**src/rtl/mac_pipe_ctrl.sv**
```systemverilog
// Sequencing controller for the pipelined MAC datapath: stage load enables,
// valid/first/last tag pipe, accumulator strobes and result backpressure.

module mac_tag_stage (
  input  logic       clk,
  input  logic       rstn,
  input  logic       en,
  input  logic [2:0] d,
  output logic [2:0] q
);
  always_ff @(posedge clk or negedge rstn) begin
    if (!rstn)   q <= '0;
    else if (en) q <= d;
  end
endmodule

module mac_pipe_ctrl #(
  parameter int STAGES = 4,
  parameter int LEN_W  = 8
) (
  input  logic              clk,
  input  logic              rstn,
  input  logic              in_valid,
  output logic              in_ready,
  input  logic [LEN_W-1:0]  cfg_len,
  output logic [STAGES-1:0] stage_en,
  output logic              acc_en,
  output logic              acc_first,
  output logic              out_load,
  output logic              out_valid,
  input  logic              out_ready,
  output logic              busy
);
  // Index 0 is the beat being accepted this cycle; index i+1 is register stage i.
  logic [STAGES:0]  vld_pipe, first_pipe, last_pipe;
  logic             stall, accept, beat_last;
  logic [LEN_W-1:0] cnt, len, len_new, len_cur;

  // Only a finished frame blocked by an unconsumed result can stall.
  assign stall     = vld_pipe[STAGES] & last_pipe[STAGES] & out_valid & ~out_ready;
  assign in_ready  = rstn & ~stall;
  assign accept    = in_valid & in_ready;

  assign len_new   = (cfg_len == '0) ? LEN_W'(1) : cfg_len;
  assign len_cur   = (cnt == '0) ? len_new : len;
  assign beat_last = (cnt == len_cur - LEN_W'(1));

  assign vld_pipe[0]   = accept;
  assign first_pipe[0] = (cnt == '0);
  assign last_pipe[0]  = beat_last;

  always_ff @(posedge clk or negedge rstn) begin
    if (!rstn) begin
      cnt <= '0;
      len <= '0;
    end else if (accept) begin
      if (cnt == '0) len <= len_new;
      cnt <= beat_last ? '0 : cnt + LEN_W'(1);
    end
  end

  generate
    for (genvar i = 0; i < STAGES; i++) begin : g_stage
      mac_tag_stage u_stage (
        .clk  (clk),
        .rstn (rstn),
        .en   (~stall),
        .d    ({vld_pipe[i],   first_pipe[i],   last_pipe[i]}),
        .q    ({vld_pipe[i+1], first_pipe[i+1], last_pipe[i+1]})
      );
      assign stage_en[i] = vld_pipe[i] & ~stall;
    end
  endgenerate

  assign acc_en    = vld_pipe[STAGES] & ~stall;
  assign acc_first = acc_en & first_pipe[STAGES];
  assign out_load  = acc_en & last_pipe[STAGES];

  // A load in the same cycle as a consume keeps the flag set for the new result.
  always_ff @(posedge clk or negedge rstn) begin
    if (!rstn)          out_valid <= 1'b0;
    else if (out_load)  out_valid <= 1'b1;
    else if (out_ready) out_valid <= 1'b0;
  end

  assign busy = (|vld_pipe[STAGES:1]) | (cnt != '0) | out_valid;

endmodule
```
**config.mk**
```make
export PLATFORM = sky130hd
export DESIGN_NAME = mac_pipe_ctrl
export DESIGN_NICKNAME = d
export VERILOG_FILES = /design/src/rtl/mac_pipe_ctrl.sv
export SDC_FILE = /design/constraint.sdc
export NUM_CORES = 1
export LEC_CHECK = 0
export CAP_MARGIN = 20
export CORE_AREA = 3 3 52 102
export CTS_BUF_LIST = sky130_fd_sc_hd__clkbuf_8
export DETAILED_ROUTE_END_ITERATION = 10
export DIE_AREA = 0 0 55 105
export PLACE_DENSITY = 0.59
export RECOVER_POWER = 50
export SYNTH_ARGS = -nofsm -noshare
export SYNTH_HDL_FRONTEND = slang
export SYNTH_SLANG_ARGS = --single-unit
```
**constraint.sdc**
```tcl
create_clock -name clk -period 4.25 [get_ports clk]
set_input_delay 1.0625 -clock clk [delete_from_list [all_inputs] [get_ports clk]]
set_output_delay 1.0625 -clock clk [all_outputs]
set_load 0.005 [all_outputs]
```
# Word-level counts from Yosys, hierarchy flattened
# Index checks and enable logic that the tools add are counted.
[word_totals]
reg_bits = 29
elab_cells = 36
[op_classes]
n_addsub = 2
n_eq_ne = 1
n_mux = 5
bitwise_logic = 16
n_reduce_logical = 5
[ops]
columns = ["operator", "count"]
rows = [
  ["$mux 8", 3],
  ["$logic_not 8->1", 2],
  ["$and 1x1->1", 12],
  ["$add 8x1->8 const B", 1],
  ["$eq 8x8->1", 1],
  ["$reduce_bool 8->1", 1],
  ["$sub 8x1->8 const B", 1],
  ["$reduce_or 4->1", 1],
  ["$mux 1", 2],
  ["$not 1->1", 2],
  ["$or 1x1->1", 2],
  ["$reduce_bool 2->1", 1],
]

# Depth between registers and ports, before layout
[depth]
word_depth = 7
mapped_depth = 12

# Modules after synthesis
# A second synthesis with hierarchy kept.
[unflattened]
cells_unflattened = 193
hier_area_um2 = 1833.0
[modules_own_cells]
columns = ["module", "instances", "cells_each", "area_each_um2"]
rows = [
  ["mac_pipe_ctrl", 1, 169, 1397.6],
  ["mac_tag_stage", 4, 6, 108.9],
]

# Least setup slack after synthesis
# OpenSTA, ideal clock, no wires.
[synth_timing]
kind = "input -> register"
from = "in cfg_len[5]"
to = "reg cnt[2]"
arrival_time_ns = 3.580
required_time_ns = 4.124
setup_slack_ns = 0.543
cell_stages = 9
path_buffers = 0
path_cell_list = "nor4_1 -> a2111oi_4 -> or2_2 -> ha_1 -> xor2_1 -> xnor2_1 -> a2111oi_4 -> nand2_2 -> a311o_1"
[synth_via]
elab_chain_cells = 6
[synth_rtl]
columns = ["item", "line_no", "source"]
rows = [
  ["start, declared", "25", "input logic [LEN_W-1:0] cfg_len,"],
  ["$logic_not 8->1", "44", "assign len_new = (cfg_len == '0) ? LEN_W'(1) : cfg_len;"],
  ["$mux 8 *", "44", ""],
  ["$mux 8 *", "-", ""],
  ["$sub 8x1->8 *", "46", "assign beat_last = (cnt == len_cur - LEN_W'(1));"],
  ["$eq 8x8->1 *", "46", ""],
  ["$mux 8 *", "58", "cnt <= beat_last ? '0 : cnt + LEN_W'(1);"],
  ["end signal, assigned", "58", ""],
  ["end, declared", "37", "logic [LEN_W-1:0] cnt, len, len_new, len_cur;"],
]
# Every way passes the cells marked *; elsewhere a longest branch is shown, timed or not.
# A chain may end at the register's enable or synchronous reset.

# Worst setup path in the final report
[layout_timing]
from = "in out_ready"
to = "out stage_en[1]"
[layout_via]
elab_chain_cells = 4
[layout_rtl]
columns = ["item", "line_no", "source"]
rows = [
  ["start, declared", "31", "input logic out_ready,"],
  ["$not 1->1", "40", "assign stall = vld_pipe[STAGES] & last_pipe[STAGES] & out_valid & ~out_ready;"],
  ["$and 1x1->1", "40", ""],
  ["$not 1->1", "71", "assign stage_en[i] = vld_pipe[i] & ~stall;"],
  ["$and 1x1->1", "71", ""],
  ["end, declared", "26", "output logic [STAGES-1:0] stage_en,"],
]
# No other way between the ends.

==> summary.txt <==
Outcome
  – Status: finished with violations
  – Failing checks: max-capacitance violations, max-slew violations

STA
  – Final hold violation count: 0
  – RSZ-0062 raised after global routing: no
  – Max Freq: 0.252 GHz
  – Hold slack: ~0.46 ns
  – Clock Skew: 0.00509 ns
  – Slew margin rel.: -7.53%
  – Least-Margin Pin Slew: roughly 1.6 ns
  – Max-slew violations: 30
  – PnR worst setup slack: ~0.28 ns
  – Fin crit share: 93.5%
  – Final setup violation count: 0
  – Setup TNS: 0 ns
  – Minimum clock period: ~4.0 ns

Floorplan
  – Rows: 35
  – IO Count: 22
  – Initial core utilization: roughly two fifths
  – Core area: about 0.0046 mm^2
  – DIE WIDTH: between 50 and 60 um
  – Die ar.: roughly 0.0058 mm^2
  – Die Height: 105 um

Cells and area
  – Ant diodes: 0
  – Nets: between 200 and 250
  – Layout cells sized above 1: between 10 and 15%
  – Area grow syn2layout: 20.3%

Place
  – Port bufs: 21
  – Placer congestion estimate: between 0.8 and 0.9
  – Place WS: around 0.21 ns
  – Post-DP HPWL: ~3600 um

Logic synthesis
  – Synth top area cells: dfrtp_1 (39%), nand2_1 (6.7%), mux2_2 (4.9%)
  – Seq/Total Area, Yosys: about two fifths
  – Commonest cells post-synth: nand2_1 (33), dfrtp_1 (29), nor2_1 (9), mux2_2 (8)
  – Post-synth top area cell: dfrtp_1
  – Synth Flop Type: dfrtp_1
  – Post-synth EDFFs: 0
  – Synthesized area per cell: between 9 and 10 um^2
  – Most frequent cell after synthesis: nand2_1
  – Synth warn: 0
  – Cell Area, Synth: 0.00184 mm^2
  – FFs w/ async S/R, synth: 100%
  – Synth unique cells: 43
  – #FFs+latches synth: 29
  – Post-synth top area share: between 30% and 40%
  – Synthesized Nets: 215
  – Cell count after synthesis: 200

Clocking
  – CTS-repair resized insts: 0
  – Hold bufs inserted after CTS: 0
  – Inserted Clock Buffers: 5
  – Post-CTS Setup Repair Bufs: 0
  – CTS Sinks: 29
  – CTS root buf: clkbuf_8
  – Clk_lat worst skew: 0.28 ns
  – TritonCTS clock tree: built
  – Clock Pin Slew Worst Setup and Hold Paths: around 0.060 ns
  – Clock Tree Buf Depth: 2
  – Max H-tree Level: 2

Detailed routing
  – Drt drc: 0
  – Detailed Route WL: 4650 um
  – Routed WL per cell: roughly 16 um
  – Pre-Repair DR Iteration Count: 4
  – Via-to-Cell Ratio: approximately 5.6
  – Initial DRC Count: 23
  – Vias: between 1500 and 2000
  – Post-route ant nets: 0

Global route
  – GR Overflow Total: 0
  – Global-route wire length before repair: 7760 um
  – Initial antenna violation count: 0
  – Vias in the first global route: 1549
  – GRT Overall Usage: between 10% and 20%
  – Largest net degree at the start of global routing: 30

Hold path
  – Hold Crit Class: flip-flop to flip-flop
  – Hold depth: 2

Pwr
  – LEAKAGE: slightly below 1 nW
  – Power Density: approximately 320 mW/mm^2
  – Peak supply drop: 0.000189 V

Setup path
  – Crit start category: input pin
  – Setup CP Type: input pin to primary output
  – Reg2Reg Depth: 12
  – Worst setup EP type: primary output
  – Crit path DAT: around 2.9 ns
  – Crit path required time: about 3.2 ns
  – Crit-path max FO: 12

Job
  – Max cap viols: 1
==> cells in the final DEF, fill, tap and decap left out, drive strengths merged, types with 6 or more instances in the layout <==
cell / instances
mux2: 8
a21o: 6
clkdlybuf4s50: 18
nand3: 7
nor2: 9
buf: 7
o21ai: 8
and3: 6
dfrtp: 29
and2: 6
or3: 7
clkbuf: 7
inv: 6
nand2: 34
==> kinds of logic (layout without fill, tap and decap cells) <==
logic type               Yosys count  after routing  share of synthesized area (%)
AND/OR/NAND/NOR                   91             91                           25.8
AO/OA/AOI/OAI                     43             43                           18.6
flip-flops                        29             29                           39.5
buffers and inverters             15             43                           3.67
multiplexers                      13             13                           7.62
XOR/XNOR                           6              6                           2.86
adder cells (fa/ha/maj)            3              3                           2.04
==> metal layers <==
metal  part of all wire (%)  GRT usage (%)  wire, um
met5                      0              0         0
met4                    2.8           7.65       132
met3                    2.3           2.85       107
met2                     58           32.5      2690
met1                     37           20.1      1720
==> through the flow <==
step                      cells  cell area [um^2]  util (%)  power, mW
after global routing        283              2210      47.7      0.764
after floorplan             200              1840         -      0.450
final                       283              2210      47.7      0.718
after detailed placement    275              2140      46.0      0.508
after CTS                   283              2220      47.8      0.725
after global placement      275              2140      46.0      0.507
==> registers in the layout, indices dropped and copies added, names as in the netlist <==
register,cells
g_stage.u_stage.q,12
cnt,8
len,8
out_valid,1
==> worst max-delay path, stage by stage <==
cell and delay [ns]:
dlygate4sd3_1 0.54, nor2b_1 0.07, nand3_1 0.10, clkbuf_1 0.39
and2_1 0.23, clkdlybuf4s50_1 0.51
==> worst paths after layout <==
path	startpoint	to	slack [ns]
setup reg to reg	cnt[0]	cnt[2]	0.81
min in group asynchronous	rstn	len[5]	1.77
max in group asynchronous	rstn	g_stage[1].u_stage.q[0]	1.54
hold reg to reg	g_stage[2].u_stage.q[0]	g_stage[2].u_stage.q[0]	0.46
hold / removal	g_stage[2].u_stage.q[0]	g_stage[2].u_stage.q[0]	0.46
setup / recovery	out_ready	stage_en[1]	0.28
==> cell type report <==
cell class	count	area, um^2
Clock buffer	5	68.8
Clock inverter	3	13.8
Fill cell	479	2430
Inverter	5	18.8
Multi-Input combinational cell	156	1050
Sequential cell	29	726
Tap cell	55	68.8
Timing Repair Buffer	30	270
==> report_power, final <==
group          switching [mW]  internal [mW]
Sequential             0.0367          0.296
Combinational          0.0844         0.0844
Clock                   0.106          0.111
(Power assumes the default switching activity.)
